$ cat src/rtl/collateral_sync_fifo_if.sv
// Handshake bundle for collateral_sync_fifo.
// AlmostFull exists only when FIFO_ALMOST_FULL_EN is defined.
interface collateral_sync_fifo_if #(
    parameter int SIZE       = 32,
    parameter int DEPTH_LOG2 = 3
);
    logic                  Write;
    logic [SIZE-1:0]       DataIn;
    logic                  Read;
    logic [SIZE-1:0]       DataOut;
    logic                  Empty;
    logic                  Full;
    logic [DEPTH_LOG2:0]   Count;
    logic                  Overflow;
    logic                  Underflow;
`ifdef FIFO_ALMOST_FULL_EN
    logic                  AlmostFull;

    modport master (
        output Write, DataIn, Read,
        input  DataOut, Empty, Full, Count,
        input  Overflow, Underflow, AlmostFull
    );
    modport slave (
        input  Write, DataIn, Read,
        output DataOut, Empty, Full, Count,
        output Overflow, Underflow, AlmostFull
    );
`else
    modport master (
        output Write, DataIn, Read,
        input  DataOut, Empty, Full, Count,
        input  Overflow, Underflow
    );
    modport slave (
        input  Write, DataIn, Read,
        output DataOut, Empty, Full, Count,
        output Overflow, Underflow
    );
`endif
endinterface

$ cat src/rtl/collateral_sync_fifo.sv
// Single-clock first-word-fall-through FIFO with sticky overflow/underflow.
// Optional AlmostFull output enabled by defining FIFO_ALMOST_FULL_EN.
module collateral_sync_fifo #(
    parameter int SIZE       = 32,
    parameter int DEPTH_LOG2 = 3,
    parameter int AF_LEVEL   = 6
) (
    input logic                  Clock,
    input logic                  Reset,
    collateral_sync_fifo_if.slave bus
);
    localparam int DEPTH = 1 << DEPTH_LOG2;
    localparam int CW    = DEPTH_LOG2 + 1;

    if (AF_LEVEL < 1 || AF_LEVEL > DEPTH) begin : g_af_chk
        $error("AF_LEVEL out of range");
    end

    logic [SIZE-1:0]       mem [DEPTH];
    logic [DEPTH_LOG2-1:0] wr_ptr;
    logic [DEPTH_LOG2-1:0] rd_ptr;
    logic [CW-1:0]         count;
    logic [CW-1:0]         count_nxt;
    logic                  empty;
    logic                  full;
    logic                  ovf;
    logic                  unf;
    logic                  push_ok;
    logic                  pop_ok;

    assign push_ok   = bus.Write & ~full;
    assign pop_ok    = bus.Read & ~empty;
    assign count_nxt = count + CW'(push_ok) - CW'(pop_ok);

    always_ff @(posedge Clock) begin
        if (Reset) begin
            wr_ptr <= '0;
            rd_ptr <= '0;
            count  <= '0;
            empty  <= 1'b1;
            full   <= 1'b0;
            ovf    <= 1'b0;
            unf    <= 1'b0;
        end else begin
            if (push_ok) wr_ptr <= wr_ptr + 1'b1;
            if (pop_ok)  rd_ptr <= rd_ptr + 1'b1;
            count <= count_nxt;
            empty <= (count_nxt == '0);
            full  <= (count_nxt == CW'(DEPTH));
            if (bus.Write & full)  ovf <= 1'b1;
            if (bus.Read  & empty) unf <= 1'b1;
        end
    end

    // Storage is deliberately left uncleared by reset.
    always_ff @(posedge Clock) begin
        if (!Reset && push_ok) mem[wr_ptr] <= bus.DataIn;
    end

    assign bus.DataOut   = mem[rd_ptr];
    assign bus.Empty     = empty;
    assign bus.Full      = full;
    assign bus.Count     = count;
    assign bus.Overflow  = ovf;
    assign bus.Underflow = unf;

`ifdef FIFO_ALMOST_FULL_EN
    logic afull;

    always_ff @(posedge Clock) begin
        if (Reset) afull <= 1'b0;
        else       afull <= (count_nxt >= CW'(AF_LEVEL));
    end

    assign bus.AlmostFull = afull;
`endif
endmodule

$ cat src/flat_wrapper.sv
// flat-port wrapper written by rule: the top's interface ports become plain ports
module collateral_sync_fifo_flat 
#(
    parameter int SIZE       = 32,
    parameter int DEPTH_LOG2 = 3,
    parameter int AF_LEVEL   = 6
)
  (Clock, Reset, bus_Write, bus_DataIn, bus_Read, bus_DataOut, bus_Empty, bus_Full, bus_Count, bus_Overflow, bus_Underflow);
  collateral_sync_fifo_if #(.SIZE(SIZE), .DEPTH_LOG2(DEPTH_LOG2)) bus_i ();
  input logic Clock;
  input logic Reset;
  input wire logic [$bits(bus_i.Write)-1:0] bus_Write;
  input wire logic [$bits(bus_i.DataIn)-1:0] bus_DataIn;
  input wire logic [$bits(bus_i.Read)-1:0] bus_Read;
  output wire logic [$bits(bus_i.DataOut)-1:0] bus_DataOut;
  output wire logic [$bits(bus_i.Empty)-1:0] bus_Empty;
  output wire logic [$bits(bus_i.Full)-1:0] bus_Full;
  output wire logic [$bits(bus_i.Count)-1:0] bus_Count;
  output wire logic [$bits(bus_i.Overflow)-1:0] bus_Overflow;
  output wire logic [$bits(bus_i.Underflow)-1:0] bus_Underflow;
  assign bus_i.Write = bus_Write;
  assign bus_i.DataIn = bus_DataIn;
  assign bus_i.Read = bus_Read;
  assign bus_DataOut = bus_i.DataOut;
  assign bus_Empty = bus_i.Empty;
  assign bus_Full = bus_i.Full;
  assign bus_Count = bus_i.Count;
  assign bus_Overflow = bus_i.Overflow;
  assign bus_Underflow = bus_i.Underflow;
  collateral_sync_fifo #(.SIZE(SIZE), .DEPTH_LOG2(DEPTH_LOG2), .AF_LEVEL(AF_LEVEL)) u_core (.Clock(Clock), .Reset(Reset), .bus(bus_i));
endmodule
$ cat config.mk
export PLATFORM = sky130hd
export DESIGN_NAME = collateral_sync_fifo_flat
export DESIGN_NICKNAME = d
export VERILOG_FILES = /design/src/rtl/collateral_sync_fifo_if.sv /design/src/rtl/collateral_sync_fifo.sv /design/src/flat_wrapper.sv
export SDC_FILE = /design/constraint.sdc
export NUM_CORES = 1
export LEC_CHECK = 0
export BUFFER_PORTS_ARGS = -buffer_cell sky130_fd_sc_hd__buf_2
export CAP_MARGIN = 25
export CORE_UTILIZATION = 54
export CTS_BUF_LIST = sky130_fd_sc_hd__clkbuf_16
export CTS_CLUSTER_SIZE = 25
export DETAILED_ROUTE_END_ITERATION = 7
export PLACE_DENSITY = 0.75
export SYNTH_ARGS = -nofsm -noshare
export SYNTH_HDL_FRONTEND = slang
export SYNTH_SLANG_ARGS = --single-unit
$ cat constraint.sdc
create_clock -name Clock -period 4.6 [get_ports Clock]
set_input_delay 0.92 -clock Clock [delete_from_list [all_inputs] [get_ports Clock]]
set_output_delay 0.92 -clock Clock [all_outputs]
set_load 0.01 [all_outputs]
# Word-level counts from Yosys, hierarchy flattened
# Memory sizes are Yosys's and may differ from the RTL's. A register that Yosys moved wholly into a read port is not among the register bits.
# Cells that the tools add are included.
# word_totals
mem_bits_ro,0
out_inout_bits,40
ram_bits,256
reg_bits,14
mem_count,1
latch_bits,0
# op_classes
eq_ne,1
muxes,4
n_addsub,4
n_reduce_logical,3
shifts,0
multipliers,0
bitwise_logic,6
magnitude_cmp,0
div,0
# memory_table
memory,depth,width,read_ports,rd_ports_with_merged_regs,write_ports,line_no,text
u_core.mem,8,32,1,1,1,collateral_sync_fifo.sv:19,logic [SIZE-1:0] mem [DEPTH];
# ops
op,n
"3-bit by 1-bit adder with 3-bit output, second input constant",2
3-bit 2-to-1 mux,2
4-bit by 1-bit adder with 4-bit output,1
1-bit AND,4
"4-bit equality test, second input constant",1
4-bit logical NOT,1
4-bit by 1-bit subtractor with 4-bit output,1
1-bit 2-to-1 mux,2
1-bit inverter,2
1-bit logical AND,1
1-bit logical NOT,1

# Depth between registers and ports, before layout
# logic_depth
word_depth,5
mapped_depth,8

# Worst setup path before layout
# OpenSTA, ideal clock, no wires.
# synth_timing
kind,input-to-reg
start,input port bus_Write
end,"memory u_core.mem[0][0], enable pin"
t_arrival_ns,4.433
setup_slack_ns,-0.335
path_stages,3
setup_time_ns,0.501
path_cell_list,nor2b_1 -> nand2b_1 -> nor4_1
# synth_via
elab_chain_len,4
# synth_lines
element,line_no,text
"start, declared",flat_wrapper.sv:12,input wire logic [$bits(bus_i.Write)-1:0] bus_Write;
1-bit AND,collateral_sync_fifo.sv:31,assign push_ok = bus.Write & ~full;
1-bit logical AND,collateral_sync_fifo.sv:57,if (!Reset && push_ok) mem[wr_ptr] <= bus.DataIn;
1-bit 2-to-1 mux,collateral_sync_fifo.sv:57,
1-bit 2-to-1 mux (not written as such),collateral_sync_fifo.sv:57,
"end, declared",collateral_sync_fifo.sv:19,
# No other way between the ends.

==> summary.md <==
| Metric | Value |
|---|---|
| Fill cell count | 1258 |
| Ant diodes | 0 |
| Final wirelength | 19200 µm |
| F_max | 0.285 GHz |
| # nets final | 593 |
| Gr ovfl total | 0 |
| # setup viols final | 0 |
| Vias | 4828 |
| Synth Register Bits | 273 |
| # port buffers | 75 |
| Reg2reg setup slack | 2.21 ns |
| Cell Rows | 50 |
| Arr. time, crit path | 2.58 ns |
| Post-route ant nets | 0 |
| Syn nets | 497 |
| Initial antenna violation count | 0 |
| Dpl ws | 1.47 ns |
| I/O Pins | 76 |
| Cell variety after synth | 29 |
| CTS sink count | 273 |
| Crit-path max FO | 54 |
| Setup ws final | 1.10 ns |
| Vias in the first global route | 5139 |
| Initial Util | 0.557 |
| FF-to-FF End | u_core.mem[6][21] |
| Post-layout util | 0.647 |
| Post-CTS Setup Inserts | 0 |
| Synthesized instance count | 454 |
| H-tree Lvls | 1 |
| Worst Setup EP | bus_DataOut[3] |
| Syn avg cell area | 23.2 µm² |
| Detailed Place HPWL | 10800 µm |
| Rel. slew slack | 0.314 |
| CP Cell Sequence | buf_4 > mux4_2 > mux2_2 > buf_2 |
| Total of max-cap violations | 0 |
| CP max-delay cell | buf_4 |
| Reg2Reg Depth | 4 |
| Worst Hold Class | register to register |
| Vias/cell | 5.82 |
| Worst-Margin Slew | 1.03 ns |
| Final instance area | 12200 µm² |
| PD cells | 500 nW/µm² |
| CTS max path bufs | 3 |
| Final TNS setup | 0 ns |
| Die Ht | 142 µm |
| Clock Root Buffer | clkbuf_16 |
| CORE AREA | 18900 µm² |
| Ys Warns | 0 |
| TritonCTS clock tree | yes |
| Post-CTS sizing | 0 |
| Final Hold Fails | 0 |
| Crit start category | register |
| CTS buffer count | 26 |
| DR WL/cell | 23.2 µm |
| Total design power | 6.12 mW |
| Clk_lat worst skew | 0.52 ns |
| RSZ-0062 raised after global routing | false |
| GRT Overall Usage | 0.200 |
| Register area share after synthesis | 0.763 |
| Layout cells sized above 1 | 0.343 |
| Peak supply drop | 0.340 mV |
| Outcome | complete, no violations |
| Setup Skew | 0.00492 ns |
| First-pass GRT wire length | 29400 µm |
| First-pass DRT Iterations | 4 |
| RePlAce Congestion | 0.683 |
| DR iter-0 viols | 253 |
| Worst Setup End Kind | output port |
| Min Tclk post-route | 3.50 ns |
| Die area | 20100 µm² |
| Period utilisation layout | 0.762 |
| Area of placed instances | 11300 µm² |
| Leak | 4.06 nW |
| Mapped Area | 10500 µm² |
| Slew Limit Fails | 0 |
| Largest net degree at the start of global routing | 65 |
| Worst endpoint required time | 3.68 ns |
| Critical path's largest stage delay | 0.66 ns |
| Area delta synth->final | 16.2% |
| Die Width | 142 µm |
| CTS Hold Bufs | 0 |
| Clock slew at reported path FFs | 0.06 ns |
| DR DRC count | 0 |
| WS Path Type | register to output port |
| Reg-to-reg critical path startpoint | u_core.bus.Full |
final cells by class:
cell class | instances | area, µm² | area share
clock buffers | 27 | 676 | 0.0552
clock inverters | 20 | 248 | 0.0203
inverters | 5 | 18.8 | 0.00153
multi-input cells | 156 | 2420 | 0.198
flip-flops and latches | 273 | 8030 | 0.657
well taps | 260 | 325 | 0.0266
repair buffers | 88 | 510 | 0.0417
synth_stat cells:
cell,number,area share
inv_1,5,0.0018
edfxtp_1,256,0.73
a21o_1,1,0.00071
nor3b_1,1,0.00071
nor2b_1,4,0.0024
mux4_1,40,0.10
a21oi_1,4,0.0019
mux2_2,32,0.034
mux4_2,24,0.051
xnor2_1,3,0.0025
buf_6,7,0.0075
ha_1,6,0.0071
clkbuf_1,5,0.0018
xor2_1,2,0.0017
buf_1,2,0.00071
nor4_1,3,0.0018
nor2_1,18,0.0064
fa_1,1,0.0019
nand2_1,4,0.0014
nor3_1,1,0.00047
nand3_1,2,0.00095
a41o_1,1,0.00095
and3_1,1,0.00059
buf_2,6,0.0029
a21boi_0,1,0.00071
nand3b_1,3,0.0021
nand2b_1,2,0.0012
mux2i_1,2,0.0019
dfxtp_1,17,0.032
per-stage QoR:
step           hold slack (ns)  instances
3_3_place_gp             0.452        782
6_report                 0.491        829
4_1_cts                  0.500        829
3_5_place_dp             0.486        782
2_1_floorplan            0.476        454
5_1_grt                  0.513        829
critical path: cells and delay by family (launching register included):
family / cells / cell delay, ns
DFF: 1 / 0.52
muxes: 2 / 0.73
buffers and inverters: 2 / 0.81
metal layers:
| metal | share of wire | global-route usage | vias up |
|---|---|---|---|
| met5 | 0 | 0 | - |
| met4 | 0.020 | 0.0617 | 0 |
| met3 | 0.058 | 0.0351 | 36 |
| met2 | 0.51 | 0.338 | 159 |
| met1 | 0.41 | 0.270 | 2520 |
| li1 | - | - | 2113 |
flip-flops by register name, summed over array words and instances (netlist names), named ones only:
register / flops
u_core.bus.Overflow: 1
u_core.wr_ptr: 3
u_core.bus.Count: 4
u_core.rd_ptr: 3
u_core.bus.Full: 1
u_core.bus.Empty: 1
u_core.mem: 256
u_core.bus.Underflow: 1
cells in the final DEF, fill, tap and decap left out, drive strengths merged:
master	Yosys	routed
bufinv	0	6
nor2b	4	4
nand3b	3	3
clkinv	0	9
mux4	64	64
mux2	32	32
a21o	1	1
buf	15	88
and3	1	1
nand2b	2	2
nor4	3	3
inv	5	8
fa	1	1
xnor2	3	3
ha	6	6
a41o	1	1
nor3b	1	1
nand3	2	2
dfxtp	17	17
nor2	18	18
edfxtp	256	256
clkbuf	5	27
nor3	1	1
clkinvlp	0	2
xor2	2	2
a21boi	1	1
a21oi	4	4
nand2	4	4
mux2i	2	2
cell families (layout without fill, tap and decap cells):
| group | Yosys count | count (layout) | share of synthesized area |
|---|---|---|---|
| flops | 273 | 273 | 0.763 |
| mux | 98 | 98 | 0.187 |
| simple gates | 39 | 39 | 0.0181 |
| buf+inv | 25 | 140 | 0.0146 |
| fa+ha+maj | 7 | 7 | 0.00903 |
| compound gates | 7 | 7 | 0.00428 |
| xor+xnor | 5 | 5 | 0.00416 |
worst min path at each step:
stage / from / endpoint / cells past startpoint
after floorplan: u_core.wr_ptr[0] / u_core.wr_ptr[0] / 2
after global placement: u_core.bus.Underflow / u_core.bus.Underflow / 2
after detailed placement: u_core.bus.Underflow / u_core.bus.Underflow / 2
after CTS: u_core.bus.Underflow / u_core.bus.Underflow / 2
after global routing: u_core.bus.Underflow / u_core.bus.Underflow / 2
final: u_core.bus.Underflow / u_core.bus.Underflow / 2
where the power goes:
part / total (mW) / switching (mW) / internal, mW
sequential: 2.89 / 0.0551 / 2.84
clock: 2.26 / 0.861 / 1.40
combinational: 0.970 / 0.485 / 0.485
total: 6.12 / 1.40 / 4.72
(Power assumes the default switching activity.)
